<file path="src/rtl/uart_rx_param.sv">
// uart_rx_param
// Oversampled UART receiver with mid-bit sampling and a valid/ack output
// holding register. The line is synchronised through two flops; a start bit
// that is high again at its midpoint is treated as a glitch and ignored.
// Each frame reports parity, framing, overrun and break conditions.
//
// Ports
//   clk    in   system clock, rising edge
//   rst    in   asynchronous reset, active high
//   rx     in   serial line, idle high, asynchronous to clk
//   ack    in   consumer accepts the held word (only meaningful while valid)
//   data   out  received word, bit0 = first data bit on the line
//   valid  out  data/error hold a completed frame
//   error  out  [0] parity, [1] framing, [2] overrun, [3] break
module uart_rx_param #(
  parameter int CLKS_PER_BIT = 16,
  parameter int DATA_BITS    = 8,
  parameter int PARITY_MODE  = 0,
  parameter int STOP_BITS    = 1
) (
  input  logic                 clk,
  input  logic                 rst,
  input  logic                 rx,
  input  logic                 ack,
  output logic [DATA_BITS-1:0] data,
  output logic                 valid,
  output logic [3:0]           error
);

  localparam int CW = (CLKS_PER_BIT > 1) ? $clog2(CLKS_PER_BIT) : 1;
  localparam int BW = 4;
  localparam logic [CW-1:0] CNT_FULL = CW'(CLKS_PER_BIT - 1);
  localparam logic [CW-1:0] CNT_HALF = CW'(CLKS_PER_BIT / 2 - 1);
  localparam logic [BW-1:0] LAST_DATA = BW'(DATA_BITS - 1);
  localparam logic [BW-1:0] LAST_STOP = BW'(STOP_BITS - 1);

  typedef enum logic [2:0] {
    S_IDLE,
    S_START,
    S_DATA,
    S_PARITY,
    S_STOP
  } state_t;

  // synchroniser
  logic rx_meta_q, rx_s_q;

  // frame receive state
  state_t                 state_q, state_d;
  logic [CW-1:0]          cnt_q, cnt_d;
  logic [BW-1:0]          bit_q, bit_d;
  logic [DATA_BITS-1:0]   shift_q, shift_d;
  logic                   par_err_q, par_err_d;
  logic                   frm_err_q, frm_err_d;
  logic                   zero_q, zero_d;     // every data/parity bit so far was 0
  logic                   stop0_q, stop0_d;   // first stop bit sampled as 0

  // output holding register
  logic [DATA_BITS-1:0]   data_q, data_d;
  logic                   valid_q, valid_d;
  logic [3:0]             error_q, error_d;

  // per-frame results, meaningful only when frame_done
  logic frame_done;
  logic fr_par, fr_frm, fr_brk;
  logic tick;
  logic par_x;

  always_ff @(posedge clk or posedge rst) begin
    if (rst) begin
      rx_meta_q <= 1'b1;
      rx_s_q    <= 1'b1;
    end else begin
      rx_meta_q <= rx;
      rx_s_q    <= rx_meta_q;
    end
  end

  always_ff @(posedge clk or posedge rst) begin
    if (rst) begin
      state_q   <= S_IDLE;
      cnt_q     <= '0;
      bit_q     <= '0;
      shift_q   <= '0;
      par_err_q <= 1'b0;
      frm_err_q <= 1'b0;
      zero_q    <= 1'b0;
      stop0_q   <= 1'b0;
      data_q    <= '0;
      valid_q   <= 1'b0;
      error_q   <= '0;
    end else begin
      state_q   <= state_d;
      cnt_q     <= cnt_d;
      bit_q     <= bit_d;
      shift_q   <= shift_d;
      par_err_q <= par_err_d;
      frm_err_q <= frm_err_d;
      zero_q    <= zero_d;
      stop0_q   <= stop0_d;
      data_q    <= data_d;
      valid_q   <= valid_d;
      error_q   <= error_d;
    end
  end

  // receive FSM: every decision happens when the baud counter reaches 0
  always_comb begin
    state_d    = state_q;
    cnt_d      = cnt_q;
    bit_d      = bit_q;
    shift_d    = shift_q;
    par_err_d  = par_err_q;
    frm_err_d  = frm_err_q;
    zero_d     = zero_q;
    stop0_d    = stop0_q;
    frame_done = 1'b0;
    fr_par     = 1'b0;
    fr_frm     = 1'b0;
    fr_brk     = 1'b0;
    tick       = (cnt_q == '0);
    par_x      = (^shift_q) ^ rx_s_q;

    case (state_q)
      S_IDLE: begin
        cnt_d = '0;
        bit_d = '0;
        if (!rx_s_q) begin
          // half a bit to land on the middle of the start bit
          state_d = S_START;
          cnt_d   = CNT_HALF;
        end
      end

      S_START: begin
        if (tick) begin
          if (rx_s_q) begin
            state_d = S_IDLE;
          end else begin
            state_d   = S_DATA;
            cnt_d     = CNT_FULL;
            bit_d     = '0;
            par_err_d = 1'b0;
            frm_err_d = 1'b0;
            zero_d    = 1'b1;
            stop0_d   = 1'b0;
          end
        end else begin
          cnt_d = cnt_q - 1'b1;
        end
      end

      S_DATA: begin
        if (tick) begin
          // LSB arrives first, so shift in from the top
          shift_d = {rx_s_q, shift_q[DATA_BITS-1:1]};
          zero_d  = zero_q & ~rx_s_q;
          cnt_d   = CNT_FULL;
          if (bit_q == LAST_DATA) begin
            bit_d   = '0;
            state_d = (PARITY_MODE != 0) ? S_PARITY : S_STOP;
          end else begin
            bit_d = bit_q + 1'b1;
          end
        end else begin
          cnt_d = cnt_q - 1'b1;
        end
      end

      S_PARITY: begin
        if (tick) begin
          par_err_d = (PARITY_MODE == 1) ? par_x : ~par_x;
          zero_d    = zero_q & ~rx_s_q;
          cnt_d     = CNT_FULL;
          bit_d     = '0;
          state_d   = S_STOP;
        end else begin
          cnt_d = cnt_q - 1'b1;
        end
      end

      S_STOP: begin
        if (tick) begin
          frm_err_d = frm_err_q | ~rx_s_q;
          if (bit_q == '0) stop0_d = ~rx_s_q;
          if (bit_q == LAST_STOP) begin
            // frame completes at the middle of the last stop bit so the
            // next start edge can be caught right away
            frame_done = 1'b1;
            fr_par     = par_err_q;
            fr_frm     = frm_err_q | ~rx_s_q;
            fr_brk     = zero_q & ((bit_q == '0) ? ~rx_s_q : stop0_q);
            state_d    = S_IDLE;
            cnt_d      = '0;
            bit_d      = '0;
          end else begin
            bit_d = bit_q + 1'b1;
            cnt_d = CNT_FULL;
          end
        end else begin
          cnt_d = cnt_q - 1'b1;
        end
      end

      default: begin
        state_d = S_IDLE;
        cnt_d   = '0;
        bit_d   = '0;
      end
    endcase
  end

  // holding register: a completed frame wins over a plain ack on the same
  // edge; if the old word is still unacknowledged the new one is dropped
  always_comb begin
    data_d  = data_q;
    valid_d = valid_q;
    error_d = error_q;
    if (frame_done) begin
      if (!valid_q || ack) begin
        data_d  = shift_q;
        error_d = {fr_brk, 1'b0, fr_frm, fr_par};
        valid_d = 1'b1;
      end else begin
        error_d[2] = 1'b1;
      end
    end else if (valid_q && ack) begin
      valid_d = 1'b0;
      error_d = '0;
    end
  end

  assign data  = data_q;
  assign valid = valid_q;
  assign error = error_q;

endmodule

</file>
<file path="config.mk">
export PLATFORM = sky130hd
export DESIGN_NAME = uart_rx_param
export DESIGN_NICKNAME = d
export VERILOG_FILES = /design/src/rtl/uart_rx_param.sv
export SDC_FILE = /design/constraint.sdc
export NUM_CORES = 1
export LEC_CHECK = 0
export BUFFER_PORTS_ARGS = -buffer_cell sky130_fd_sc_hd__buf_2
export CORE_MARGIN = 1.5
export CORE_UTILIZATION = 45
export CTS_CLUSTER_DIAMETER = 40
export CTS_CLUSTER_SIZE = 40
export DETAILED_ROUTE_END_ITERATION = 12
export GPL_TIMING_DRIVEN = 0
export SLEW_MARGIN = 15
export SYNTH_ARGS = -nofsm -noshare
export SYNTH_HDL_FRONTEND = slang
export SYNTH_SLANG_ARGS = --single-unit
</file>
<file path="constraint.sdc">
create_clock -name clk -period 2.85 [get_ports clk]
set_clock_uncertainty 0.05 [all_clocks]
set_input_delay 0.285 -clock clk [delete_from_list [all_inputs] [get_ports clk]]
set_output_delay 0.285 -clock clk [all_outputs]
set_load 0.01 [all_outputs]
</file>
; ---- Word level (Yosys, flattened, before mapping)
; Cells that the tools add are included.
[word_totals]
ff_bits = 38
input_bits = 4
word_cells = 115
[classes]
add_sub_neg = 2
n_eq_ne = 16
n_mux = 57
n_bitwise = 6
reduce_logical = 20
[op_table]
columns = cell, n
row1 = $mux 4, 14
row2 = $pmux 4 s4, 2
row3 = $mux 1, 26
row4 = $mux 3, 8
row5 = $ne 2x2->1 const B, 8
row6 = $pmux 3 s5, 1
row7 = $reduce_and 4->1, 3
row8 = $logic_not 4->1, 2
row9 = $pmux 1 s2, 4
row10 = $reduce_bool 2->1, 4
row11 = $reduce_xor 8->1, 1
row12 = $reduce_and 7->1, 1
row13 = $eq 3x2->1 const B, 2
row14 = $reduce_and 2->1, 3
row15 = $reduce_and 5->1, 1
row16 = $add 4x1->4 const B, 1
row17 = $eq 4x3->1 const B, 1
row18 = $mux 2, 2
row19 = $ne 2x1->1 const B, 2
row20 = $sub 4x1->4 const B, 1
row21 = $eq 3x1->1 const B, 1
row22 = $eq 3x3->1 const B, 1
row23 = $logic_not 3->1, 1
row24 = $ne 3x3->1 const B, 1
row25 = other kinds (8), 10

; ---- Longest topological paths before layout
[logic_depth]
ltp_word = 8
depth_mapped = 8
depth_no_buf = 7

; ---- Least setup slack after synthesis
; No wires, ideal clock.
[synth_timing]
kind = flip-flop to flip-flop
from = register cnt_q[0]
to = register data_q[0], in the netlist data[0]
t_arrival_ns = 1.883
setup_slack_ns = 0.792
stages_incl_launch_ff = 8
period_less_slack_ns = 2.058
cell_sequence = dfrtp_1 -> inv_1 -> ha_1 -> nor3b_2 -> nand2_1 -> or3_1 -> buf_6 -> mux2_4
[synth_between]
elab_chain_cells = 4
[synth_lines]
columns = element, line
row1 = from (decl), 50  ; logic [CW-1:0] cnt_q, cnt_d;
row2 = from (signal assigned), 94  ; cnt_q <= cnt_d;
row3 = $logic_not 4->1, 121  ; tick = (cnt_q == '0);
row4 = $mux 1, 183  ; if (tick) begin
row5 = $mux 1, 124  ; case (state_q)
row6 = $reduce_and 2->1 (no source line), --
row7 = to (signal assigned), 101  ; data_q <= data_d;
row8 = to (decl), 59  ; logic [DATA_BITS-1:0] data_q, data_d;
; No other way between the ends.
; A chain may end at the register's enable or synchronous reset.

; ---- Worst setup path in the final report
[layout_timing]
from = register cnt_q[0]
to = register data_q[7], in the netlist data[7]
; Same word-level chain as after synthesis.

==> flow_summary.html <==
<table>
<tr><th>Metric</th><th>Value</th></tr>
<tr><th colspan="2">GRT</th></tr>
<tr><td>First-pass GRT wire length</td><td>6.17 mm</td></tr>
<tr><td>Overall track demand over capacity in global routing</td><td>0.186</td></tr>
<tr><td>Largest net degree at the start of global routing</td><td>38</td></tr>
<tr><td>Total congestion overflow</td><td>0</td></tr>
<tr><td>Number of global-route vias before repair</td><td>1288</td></tr>
<tr><td>Initial antenna violation count</td><td>0</td></tr>
<tr><th colspan="2">Detailed routing</th></tr>
<tr><td>Mean number of vias per cell</td><td>5.57</td></tr>
<tr><td>Number of DRC markers in iteration 0</td><td>78</td></tr>
<tr><td>Drt first pass iters</td><td>4</td></tr>
<tr><td>Top metal layer carrying routed signals</td><td>met4</td></tr>
<tr><td>WL final</td><td>3.62 mm</td></tr>
<tr><td>Via count</td><td>1359</td></tr>
<tr><td>Post-route antenna net violation count</td><td>0</td></tr>
<tr><td>Remaining design rule violation count</td><td>0</td></tr>
<tr><td>Routed wire length per instance</td><td>14.8 um</td></tr>
<tr><td>Routed wl met2</td><td>1.75 mm</td></tr>
<tr><td>Sum of met3 wire segment lengths after detailed routing</td><td>152 um</td></tr>
<tr><td>Routed metal-1 wirelength</td><td>1.65 mm</td></tr>
<tr><th colspan="2">Final layout</th></tr>
<tr><td>Synth-to-Final Area Change</td><td>12.5%</td></tr>
<tr><td>Area used by multi-input combinational logic</td><td>853 sq um</td></tr>
<tr><td>Fillers</td><td>368</td></tr>
<tr><td>Net total in the final layout</td><td>200</td></tr>
<tr><td>Fraction of final layout cells with drive strength greater than 1</td><td>0.273</td></tr>
<tr><td>Count of antenna diodes in the layout</td><td>0</td></tr>
<tr><td>Sequential cell area in the final layout</td><td>928 sq um</td></tr>
<tr><td>Non-filler instance count after layout</td><td>244</td></tr>
<tr><td>Utilization of the core after routing</td><td>0.525</td></tr>
<tr><th colspan="2">Clock network</th></tr>
<tr><td>Clock tree buffer depth</td><td>2</td></tr>
<tr><td>TritonCTS clock tree</td><td>yes</td></tr>
<tr><td>Clock latency on the worst-skew pair</td><td>0.30 ns</td></tr>
<tr><td>Num Clock Sinks</td><td>37</td></tr>
<tr><td>Maximum level of the CTS H-tree</td><td>2</td></tr>
<tr><td>Root buffer cell</td><td>sky130_fd_sc_hd__clkbuf_8</td></tr>
<tr><td>Count of instances resized after the clock tree is built</td><td>0</td></tr>
<tr><td>Hold Buf Count CTS</td><td>0</td></tr>
<tr><td>Number of clock buffers inserted by TritonCTS</td><td>5</td></tr>
<tr><td>Post-CTS setup buffers</td><td>0</td></tr>
<tr><td>Post-CTS clock slew at the launch and capture registers of the worst setup and hold paths</td><td>0.07 ns</td></tr>
<tr><th colspan="2">Setup path</th></tr>
<tr><td>WP data required</td><td>2.98 ns</td></tr>
<tr><td>Reg2reg start</td><td>cnt_q[0]</td></tr>
<tr><td>Critical Setup Path Class</td><td>register to register</td></tr>
<tr><td>Worst setup SP type</td><td>register</td></tr>
<tr><td>Data arrival time of the critical path</td><td>2.48 ns</td></tr>
<tr><td>Critical R2R Capture</td><td>data[7]</td></tr>
<tr><td>Critical path capture point type</td><td>register</td></tr>
<tr><td>Length in cells of the worst reg-to-reg path</td><td>7</td></tr>
<tr><td>Slack of the worst reg-to-reg path</td><td>0.51 ns</td></tr>
<tr><td>Highest fanout seen on the critical path</td><td>8</td></tr>
<tr><th colspan="2">STA</th></tr>
<tr><td>Final-layout setup total negative slack</td><td>0 ns</td></tr>
<tr><td>Number of slew-limit violations in the final report</td><td>0</td></tr>
<tr><td>Final Setup Violations</td><td>0</td></tr>
<tr><td>Slew HR</td><td>0.494</td></tr>
<tr><td>RSZ-0062 raised after global routing</td><td>no</td></tr>
<tr><td>Final period demand of the worst path</td><td>2.34 ns</td></tr>
<tr><td>Final worst path period share</td><td>0.822</td></tr>
<tr><td>Maximum frequency from static timing analysis</td><td>427 MHz</td></tr>
<tr><td>Final hold viol count</td><td>0</td></tr>
<tr><td>Worst-Margin Slew</td><td>0.758 ns</td></tr>
<tr><th colspan="2">Floorplanning</th></tr>
<tr><td>Die area</td><td>4540 sq um</td></tr>
<tr><td>Die height</td><td>67.4 um</td></tr>
<tr><td>Area inside the core boundary</td><td>4000 sq um</td></tr>
<tr><td>Die X</td><td>67.4 um</td></tr>
<tr><td>Effective utilization at floorplan</td><td>0.466</td></tr>
<tr><td>Total number of placement rows</td><td>23</td></tr>
<tr><td>Count of pins on the block boundary</td><td>17</td></tr>
<tr><th colspan="2">Yosys</th></tr>
<tr><td>Post-synthesis register bit count</td><td>37</td></tr>
<tr><td>Mean area per synthesized cell</td><td>11.0 sq um</td></tr>
<tr><td>Proportion of synthesized chip area in sequential cells</td><td>0.498</td></tr>
<tr><td>Most used flip-flop cell after synthesis</td><td>sky130_fd_sc_hd__dfrtp_1</td></tr>
<tr><td>Count of flip-flops with a built-in enable after synthesis</td><td>0</td></tr>
<tr><td>Synthesized area</td><td>1870 sq um</td></tr>
<tr><td>Yosys warning count</td><td>0</td></tr>
<tr><td>Post-synth ARST share</td><td>1.00</td></tr>
<tr><td>Library cells used by synthesis</td><td>40</td></tr>
<tr><td>Number of nets in the synthesized netlist</td><td>177</td></tr>
<tr><td>Gate count after technology mapping</td><td>170</td></tr>
<tr><th colspan="2">Placement</th></tr>
<tr><td>Half-perimeter wire length after detailed placement</td><td>2.54 mm</td></tr>
<tr><td>Global placement routability congestion</td><td>0.794</td></tr>
<tr><td>Number of buffers added on ports</td><td>16</td></tr>
<tr><td>Number of placed cells counting well taps</td><td>236</td></tr>
<tr><th colspan="2">Min path</th></tr>
<tr><td>Startpoint of the worst hold path</td><td>rx</td></tr>
<tr><td>Hold Crit Class</td><td>input port to register</td></tr>
<tr><td>Number of cells traversed by the worst hold path</td><td>1</td></tr>
<tr><td>Worst hold path endpoint</td><td>rx_meta_q</td></tr>
<tr><th colspan="2">Power and ir drop</th></tr>
<tr><td>Leak</td><td>0.967 nW</td></tr>
<tr><td>Power per standard cell area</td><td>814 nW/um^2</td></tr>
<tr><td>Maximum vdd ir drop</td><td>0.355 mV</td></tr>
<tr><th colspan="2">Flow run</th></tr>
<tr><td># Max-Cap Violations</td><td>0</td></tr>
<tr><th colspan="2">Run status</th></tr>
<tr><td>Outcome</td><td>finished clean</td></tr>
</table>
report_power, final:
| part | leakage (nW) | total, W | internal [W] | switching [W] |
|---|---|---|---|---|
| Sequential | 0.472 | 0.000710 | 0.000623 | 0.0000874 |
| Combinational | 0.450 | 0.000626 | 0.000283 | 0.000343 |
| Clock | 0.0445 | 0.000372 | 0.000173 | 0.000199 |
| Total | 0.967 | 0.00171 | 0.00108 | 0.000630 |
routing by layer:
metal	global-route usage	up-vias
li1	-	647
met3	0.0550	6
met2	0.296	35
met1	0.237	671
met5	0	-
met4	0.0765	0
area by class of cell:
type	count	share of cell area
inverters	10	0.0179
clock buffers	5	0.0328
multi-input cells	116	0.407
flip-flops and latches	37	0.442
well taps	50	0.0298
repair buffers	16	0.0382
plain buffers	7	0.0221
clock inverters	3	0.0101
layout by cell type (no fill, tap or decap), drive strengths merged, types with 5 or more instances in the layout:
master	count
a21oi	11
buf	20
clkbuf	8
dfrtp	35
inv	11
mux2	16
mux2i	5
nand2	13
nand2b	5
nor2	8
o21ai	11
xnor2	7
registers in the layout, indices dropped and copies added, names as in the netlist:
signal and cells:
bit_q 4, cnt_q 4, data 8, error 4, frm_err_q 1, par_err_q 1, rx_meta_q 1, rx_s_q 1
shift_q 8, state_q 3, valid 1, zero_q 1
stage by stage:
stage	worst slack [ns]	instance area (sq um)	hold WS, ns	power, W
floorplan	0.792	1870	0.239	0.00120
global placement	0.552	2010	0.296	0.00133
detailed placement	0.526	2010	0.298	0.00134
CTS	0.506	2100	0.0258	0.00172
global route	0.392	2100	0.0243	0.00184
finish	0.507	2100	0.0342	0.00171
cells in the mapped netlist (3+ instances only):
cell type                  count  area [sq um]
sky130_fd_sc_hd__mux2i_1       5          50.1
sky130_fd_sc_hd__dfrtp_1      35           876
sky130_fd_sc_hd__xnor2_1       7          61.3
sky130_fd_sc_hd__o21ai_0      11          55.1
sky130_fd_sc_hd__a21oi_1      11          55.1
sky130_fd_sc_hd__mux2_2        8          90.1
sky130_fd_sc_hd__nor2_1        7          26.3
sky130_fd_sc_hd__inv_1        10          37.5
sky130_fd_sc_hd__clkbuf_1      3          11.3
sky130_fd_sc_hd__nand2b_1      5          31.3
sky130_fd_sc_hd__a32oi_1       3          26.3
sky130_fd_sc_hd__o211ai_1      3          22.5
sky130_fd_sc_hd__or3_1         3          18.8
sky130_fd_sc_hd__nand3_1       3          15.0
sky130_fd_sc_hd__ha_1          3          37.5
sky130_fd_sc_hd__mux2_4        8           120
sky130_fd_sc_hd__nand2_1      13          48.8
logic make-up (layout without fill, tap and decap cells):
group / after synthesis / in the layout / share of synthesized area
mux: 21 / 21 / 0.140
flops: 37 / 37 / 0.498
fa+ha+maj: 3 / 3 / 0.0201
compound gates: 38 / 38 / 0.125
xor+xnor: 8 / 8 / 0.0376
buf+inv: 17 / 41 / 0.0449
simple gates: 46 / 46 / 0.135
worst max-delay path, cell delays in order (launching register included):
cell                      delay, ns
sky130_fd_sc_hd__dfrtp_1       0.41
sky130_fd_sc_hd__inv_1         0.09
sky130_fd_sc_hd__ha_1          0.21
sky130_fd_sc_hd__nor3b_2       0.44
sky130_fd_sc_hd__nand2_1       0.17
sky130_fd_sc_hd__or3_1         0.39
sky130_fd_sc_hd__buf_6         0.16
sky130_fd_sc_hd__mux2_4        0.30
worst max-delay path by stage:
stage / from / endpoint / slack (ns)
3_3_place_gp: cnt_q[0] / data[7] / 0.55
6_report: cnt_q[0] / data[7] / 0.51
5_1_grt: cnt_q[0] / data[7] / 0.39
2_1_floorplan: cnt_q[0] / data[0] / 0.79
3_5_place_dp: cnt_q[0] / data[0] / 0.53
4_1_cts: cnt_q[0] / data[7] / 0.51
No activity file was read; power rests on OpenSTA's default activity.
